<file path="src/rtl/mdu_pkg.sv">
// Shared definitions for the mdu_hilo multiply/divide unit:
// the op encoding, the FSM state enum and the iteration-counter width helper.
package mdu_pkg;

    localparam logic [2:0] OP_MULT  = 3'b000;
    localparam logic [2:0] OP_MULTU = 3'b001;
    localparam logic [2:0] OP_DIV   = 3'b010;
    localparam logic [2:0] OP_DIVU  = 3'b011;
    localparam logic [2:0] OP_MTHI  = 3'b100;
    localparam logic [2:0] OP_MTLO  = 3'b101;

    typedef enum logic [1:0] {
        ST_IDLE = 2'b00,
        ST_RUN  = 2'b01,
        ST_FIX  = 2'b10
    } mdu_state_t;

    // The counter has to be able to hold DATA_WIDTH itself, hence the +1.
    function automatic int cnt_width(input int data_width);
        return $clog2(data_width + 1);
    endfunction

endpackage

</file>
<file path="src/rtl/mdu_divider.sv">
// Restoring divider for mdu_hilo: one quotient bit per step on unsigned magnitudes.
// The quotient register shifts the dividend out and the quotient bits in.
module mdu_divider
    import mdu_pkg::*;
#(
    parameter int DATA_WIDTH = 32
) (
    input  logic                  clk,
    input  logic                  rst,
    input  logic                  load,
    input  logic                  step,
    input  logic [DATA_WIDTH-1:0] dividend,
    input  logic [DATA_WIDTH-1:0] divisor,
    output logic [DATA_WIDTH-1:0] quotient,
    output logic [DATA_WIDTH-1:0] remainder
);

    localparam int W = DATA_WIDTH;

    logic [W-1:0] quo_q;
    logic [W-1:0] rem_q;
    logic [W-1:0] dsr_q;
    logic [W:0]   shifted;
    logic         fits;
    logic [W-1:0] trial;

    // When the trial fits, shifted < 2*divisor, so the difference always fits in W bits.
    assign shifted = {rem_q, quo_q[W-1]};
    assign fits    = (shifted >= {1'b0, dsr_q});
    assign trial   = shifted[W-1:0] - dsr_q;

    always_ff @(posedge clk or posedge rst) begin
        if (rst) begin
            quo_q <= '0;
            rem_q <= '0;
            dsr_q <= '0;
        end else if (load) begin
            quo_q <= dividend;
            rem_q <= '0;
            dsr_q <= divisor;
        end else if (step) begin
            if (fits) begin
                rem_q <= trial;
                quo_q <= {quo_q[W-2:0], 1'b1};
            end else begin
                rem_q <= shifted[W-1:0];
                quo_q <= {quo_q[W-2:0], 1'b0};
            end
        end
    end

    assign quotient  = quo_q;
    assign remainder = rem_q;

endmodule

</file>
<file path="src/rtl/mdu_hilo.sv">
// Iterative multiply/divide unit with its own HI/LO pair and a start/busy/done handshake.
// Define MDU_DIV_EN to build the divider; without it DIV/DIVU complete at once with div_zero=1.
module mdu_hilo
    import mdu_pkg::*;
#(
    parameter int DATA_WIDTH = 32
) (
    input  logic                  CLK,
    input  logic                  RST,
    input  logic                  start,
    input  logic [2:0]            op,
    input  logic                  flush,
    input  logic [DATA_WIDTH-1:0] A,
    input  logic [DATA_WIDTH-1:0] B,
    output logic                  busy,
    output logic                  done,
    output logic                  div_zero,
    output logic [DATA_WIDTH-1:0] HI_out,
    output logic [DATA_WIDTH-1:0] LO_out
);

    localparam int W     = DATA_WIDTH;
    localparam int PW    = 2 * DATA_WIDTH;
    localparam int CNT_W = cnt_width(DATA_WIDTH);

    mdu_state_t state, state_next;

    logic [CNT_W-1:0] cnt;
    logic [W-1:0]     hi_q, lo_q, hi_next, lo_next;
    logic [W-1:0]     a_mag;
    logic             a_neg, b_neg;
    logic [PW-1:0]    prod, prod_fix;
    logic [W:0]       mul_sum;
    logic             load, step;
    logic             busy_next, done_next, div_zero_next;
    logic [W-1:0]     hi_fix, lo_fix;
    logic             dz_fix;

    logic             is_mul_op, is_div_op, signed_op, arith_op;
    logic             a_sign_in, b_sign_in;
    logic [W-1:0]     a_abs, b_abs;

    assign is_mul_op = (op == OP_MULT) || (op == OP_MULTU);
    assign is_div_op = (op == OP_DIV)  || (op == OP_DIVU);
    assign signed_op = (op == OP_MULT) || (op == OP_DIV);

`ifdef MDU_DIV_EN
    assign arith_op = is_mul_op || is_div_op;
`else
    assign arith_op = is_mul_op;
`endif

    // Both datapaths work on magnitudes; signs are reapplied in FIX.
    assign a_sign_in = signed_op & A[W-1];
    assign b_sign_in = signed_op & B[W-1];
    assign a_abs     = a_sign_in ? -A : A;
    assign b_abs     = b_sign_in ? -B : B;

    assign mul_sum = {1'b0, prod[PW-1:W]} + {1'b0, a_mag & {W{prod[0]}}};

`ifdef MDU_DIV_EN
    logic         is_div_q;
    logic         b_zero_q;
    logic [W-1:0] quo, rem;

    mdu_divider #(
        .DATA_WIDTH(W)
    ) u_divider (
        .clk      (CLK),
        .rst      (RST),
        .load     (load),
        .step     (step),
        .dividend (a_abs),
        .divisor  (b_abs),
        .quotient (quo),
        .remainder(rem)
    );

    always_ff @(posedge CLK or posedge RST) begin
        if (RST) begin
            is_div_q <= 1'b0;
            b_zero_q <= 1'b0;
        end else if (load) begin
            is_div_q <= is_div_op;
            b_zero_q <= (B == '0);
        end
    end
`endif

    always_ff @(posedge CLK or posedge RST) begin
        if (RST) begin
            state    <= ST_IDLE;
            busy     <= 1'b0;
            done     <= 1'b0;
            div_zero <= 1'b0;
        end else begin
            state    <= state_next;
            busy     <= busy_next;
            done     <= done_next;
            div_zero <= div_zero_next;
        end
    end

    always_ff @(posedge CLK or posedge RST) begin
        if (RST) begin
            cnt   <= '0;
            a_mag <= '0;
            a_neg <= 1'b0;
            b_neg <= 1'b0;
            prod  <= '0;
            hi_q  <= '0;
            lo_q  <= '0;
        end else begin
            if (load) begin
                cnt   <= '0;
                a_mag <= a_abs;
                a_neg <= a_sign_in;
                b_neg <= b_sign_in;
                prod  <= {{W{1'b0}}, b_abs};
            end else if (step) begin
                cnt   <= cnt + CNT_W'(1);
                prod  <= {mul_sum, prod[W-1:1]};
            end
            hi_q <= hi_next;
            lo_q <= lo_next;
        end
    end

    // Divide by zero returns the original A in HI; most-negative / -1 falls out of the normal path.
    always_comb begin
        prod_fix = (a_neg ^ b_neg) ? -prod : prod;
        hi_fix   = prod_fix[PW-1:W];
        lo_fix   = prod_fix[W-1:0];
        dz_fix   = 1'b0;
`ifdef MDU_DIV_EN
        if (is_div_q) begin
            if (b_zero_q) begin
                lo_fix = '1;
                hi_fix = a_neg ? -a_mag : a_mag;
                dz_fix = 1'b1;
            end else begin
                lo_fix = (a_neg ^ b_neg) ? -quo : quo;
                hi_fix = a_neg ? -rem : rem;
            end
        end
`endif
    end

    always_comb begin
        state_next    = state;
        done_next     = 1'b0;
        div_zero_next = 1'b0;
        load          = 1'b0;
        step          = 1'b0;
        hi_next       = hi_q;
        lo_next       = lo_q;
        case (state)
            ST_IDLE: begin
                if (start) begin
                    if (arith_op) begin
                        load       = 1'b1;
                        state_next = ST_RUN;
                    end else if (op == OP_MTHI) begin
                        hi_next   = A;
                        done_next = 1'b1;
                    end else if (op == OP_MTLO) begin
                        lo_next   = A;
                        done_next = 1'b1;
                    end
`ifndef MDU_DIV_EN
                    else if (is_div_op) begin
                        done_next     = 1'b1;
                        div_zero_next = 1'b1;
                    end
`endif
                end
            end
            ST_RUN: begin
                if (flush) begin
                    state_next = ST_IDLE;
                end else begin
                    step = 1'b1;
                    if (cnt == CNT_W'(W - 1)) begin
                        state_next = ST_FIX;
                    end
                end
            end
            ST_FIX: begin
                state_next = ST_IDLE;
                if (!flush) begin
                    hi_next       = hi_fix;
                    lo_next       = lo_fix;
                    done_next     = 1'b1;
                    div_zero_next = dz_fix;
                end
            end
            default: state_next = ST_IDLE;
        endcase
    end

    assign busy_next = (state_next != ST_IDLE);
    assign HI_out    = hi_q;
    assign LO_out    = lo_q;

endmodule

</file>
<file path="config.mk">
export PLATFORM = sky130hd
export DESIGN_NAME = mdu_hilo
export DESIGN_NICKNAME = d
export VERILOG_FILES = /design/src/rtl/mdu_pkg.sv /design/src/rtl/mdu_divider.sv /design/src/rtl/mdu_hilo.sv
export SDC_FILE = /design/constraint.sdc
export NUM_CORES = 1
export LEC_CHECK = 0
export BUFFER_PORTS_ARGS = -buffer_cell sky130_fd_sc_hd__buf_2
export CORE_ASPECT_RATIO = 0.5
export CORE_UTILIZATION = 60
export DETAILED_ROUTE_END_ITERATION = 16
export GPL_TIMING_DRIVEN = 0
export PLACE_DENSITY = 0.94
export SLEW_MARGIN = 15
export SYNTH_ARGS = -nofsm -noshare
export SYNTH_HDL_FRONTEND = slang
export SYNTH_SLANG_ARGS = --single-unit
</file>
<file path="constraint.sdc">
create_clock -name CLK -period 6.8 [get_ports CLK]
set_input_delay 0 -clock CLK [delete_from_list [all_inputs] [get_ports CLK]]
set_output_delay 0 -clock CLK [all_outputs]
set_load 0.02 [all_outputs]
</file>
==> flow_metrics.env <==
export IMPL_status="complete, no violations"
export IMPL_finalCriticalPeriod_ps=4980
export IMPL_place_congestion=1.01
export IMPL_final_area_um2=13800
export IMPL_seq_area_frac_synth_pct=37.9
export IMPL_final_nets=1702
export IMPL_core_area_um2=18500
export IMPL_clk_pin_slew_ps=70
export IMPL_n_antenna_cell=0
export IMPL_syn_inst=1368
export IMPL_nFillCells=1329
export IMPL_clock_fmax_ghz=0.201
export IMPL_drcViolationCount=0
export IMPL_insertion_delay_ps=450
export IMPL_cp_required_ps=7110
export IMPL_initial_utilization_pct=61.7
export IMPL_setup_tns_ps=0
export IMPL_synth_edff_count=0
export IMPL_synthTopCellsByCount="dfrtp_1 (173), nand2_1 (157), o21ai_0 (157)"
export IMPL_cts_tree="built"
export IMPL_ys_types=62
export IMPL_cts_root_buf="clkbuf_16"
export IMPL_grt_max_degree=114
export IMPL_drive_above_1_share_pct=11.5
export IMPL_ios=138
export IMPL_leakage_nw=6.21
export IMPL_cts_buffers=17
export IMPL_die_w_um=197
export IMPL_dpl_cell_area_um2=12500
export IMPL_port_buffers=137
export IMPL_antenna_found_initial=0
export IMPL_grt_overflow_total=0
export IMPL_vias_per_cell=6.50
export IMPL_cts_sinks=173
export IMPL_hpwl_um=29300
export IMPL_totalPowerFinal_mw=4.24
export IMPL_dp_cells=1765
export IMPL_cts_htree_levels=4
export IMPL_rsz0062_at_grt="no"
export IMPL_max_stage_delay_ps=1010
export IMPL_worst_slack_ps=1820
export IMPL_finClkSkew_ps=16.1
export IMPL_syn_area_per_cell_um2=8.36
export IMPL_irDropWorstVdd_v=0.000178
export IMPL_cp_end_kind="register"
export IMPL_grt_pass1_vias=11700
export IMPL_wl_um=40500
export IMPL_cts_resized=0
export IMPL_critical_path_slowest_cell="a2111oi_1"
export IMPL_drt_pass1_iter_count=8
export IMPL_num_rows=35
export IMPL_post_synth_top_count_cell="dfrtp_1"
export IMPL_p_per_area_nw_per_um2=307
export IMPL_syn_area_um2=11400
export IMPL_synthArstFlopShare_pct=100
export IMPL_areaGrowthSynthToFinish_pct=20.6
export IMPL_crit_chain="clkbuf_1 -> clkbuf_1 -> and2_1 -> ha_1 -> fa_1 -> a211o_1 -> a21oi_1 -> o21bai_1 -> a2111oi_1 -> o31ai_1 -> a31oi_1 -> xor2_1 -> o21ai_0"
export IMPL_cp_start_kind="register"
export IMPL_ant_nets=0
export IMPL_initialDrtViolationCount=1437
export IMPL_max_cap_violations=0
export IMPL_grt_pass1_wl_um=63400
export IMPL_clk_path_buf_depth=2
export IMPL_worst_path_most_repeated_cell="clkbuf_1"
export IMPL_path_class="register to register"
export IMPL_period_share_pct=73.3
export IMPL_yosys_top_cells_area="dfrtp_1 (38%), o21ai_0 (6.9%), xnor2_1 (6.1%)"
export IMPL_gr_usage_all_layers_pct=42.7
export IMPL_synth_top_area_cell="dfrtp_1"
export IMPL_worst_pin_slew_ps=1160
export IMPL_die_y_um=99.6
export IMPL_crit_arrival_ps=5290
export IMPL_dieArea_um2=19700
export IMPL_synth_seq_cells=173
export IMPL_yosys_area_top_type_share_pct=37.9
export IMPL_hp_class="input pin to register"
export IMPL_place_ws_ps=2150
export IMPL_slew_headroom_pct=22.7
export IMPL_via_count=12100
export IMPL_fin_cells=1866
export IMPL_setup_viol=0
export IMPL_avgRoutedWirePerCell_um=21.7
export IMPL_syn_nets=1476
export IMPL_synthFlopType="dfrtp_1"
export IMPL_cp_max_fo=10
export IMPL_slew_viol_final=0
export IMPL_yosysWarningCount=0
export IMPL_cts_setup_buffers=0
export IMPL_hold_violations=0
## per-layer routing
layer / routed length (um) / track usage [%] / up-vias
met5: 0 / 0 / -
met4: 1430 / 15.9 / 0
li1: - / - / 5323
met2: 17800 / 65.9 / 842
met3: 5390 / 12.5 / 161
met1: 15900 / 57.2 / 5794
## cell type report
type / instances / area (um^2) / share of cell area, %
Clock buffer: 20 / 447 / 3.24
Sequential cell: 173 / 4330 / 31.4
Buffer: 78 / 300 / 2.18
Inverter: 24 / 97.6 / 0.707
Clock inverter: 12 / 174 / 1.26
Tap cell: 259 / 324 / 2.35
Timing Repair Buffer: 207 / 1400 / 10.2
Multi-Input combinational cell: 1093 / 6720 / 48.7
## worst max-delay path: cells and delay by family (launching register included)
| family | cells | cell delay, ps |
|---|---|---|
| AOI/OAI and AO/OA | 7 | 2740 |
| adders and majority gates | 2 | 700 |
| buffers and inverters | 2 | 630 |
| DFF | 1 | 360 |
| and+or+nand+nor | 1 | 220 |
| xor gates and xnor gates | 1 | 200 |
## flip-flops by register name (all words and copies together), names as in the netlist
register / cells
state: 2
cnt: 6
prod: 64
b_neg: 1
LO_out: 32
done: 1
a_mag: 32
HI_out: 32
busy: 1
a_neg: 1
div_zero: 1
## through the flow
stage	util (%)	hold slack, ps
2_1_floorplan	-	128
3_3_place_gp	67.2	303
3_5_place_dp	67.4	70.6
4_1_cts	74.5	21.5
5_1_grt	74.5	73.2
6_report	74.5	28.2
## path summary, 6_finish.rpt
kind / slack, ps / cells after the start / endpoint / start
min in group asynchronous: 120 / 3 / a_mag[10]$_DFFE_PP0P_ / RST
hold reg to reg: 480 / 2 / a_mag[10]$_DFFE_PP0P_ / a_mag[10]$_DFFE_PP0P_
max in group asynchronous: 5770 / 4 / LO_out[17]$_DFFE_PP0P_ / RST
hold / removal: 30 / 4 / prod[3]$_DFFE_PP0P_ / B[1]
setup reg to reg: 1820 / 13 / prod[55]$_DFFE_PP0P_ / prod[0]$_DFFE_PP0P_
setup / recovery: 1820 / 13 / prod[55]$_DFFE_PP0P_ / prod[0]$_DFFE_PP0P_
## repair_timing
action / in CTS / in global routing
hold buffers: 69 / 0
endpoints found under the setup margin: 0 / 0
hold endpoints to repair: 143 / 0
## placed cells by master, fill, tap and decap left out, types with 36 or more instances in the layout
cell,instances
ha_1,36
nor2_1,125
dfrtp_1,173
o21ai_0,157
o31ai_1,37
xnor2_1,80
and2_1,40
a21oi_1,104
buf_2,137
nand2_1,157
clkbuf_1,75
dlygate4sd3_1,69
xor2_1,69
## cell families (layout without fill, tap and decap cells)
| group | after synthesis | count (layout) | synth area share (%) |
|---|---|---|---|
| adders and majority gates | 37 | 37 | 4.11 |
| and+or+nand+nor | 467 | 467 | 19.8 |
| DFF | 173 | 173 | 37.9 |
| xor gates and xnor gates | 149 | 149 | 11.4 |
| buffers and inverters | 102 | 341 | 3.41 |
| muxes | 5 | 5 | 0.449 |
| AOI/OAI and AO/OA | 435 | 435 | 23.0 |
## where the power goes
part | internal, mW | switching (mW) | leakage [nW]
clock | 0.600 | 0.473 | 0.301
sequential | 1.28 | 0.307 | 2.22
combinational | 0.609 | 0.967 | 3.70
total | 2.49 | 1.75 | 6.21
(Power assumes the default switching activity.)
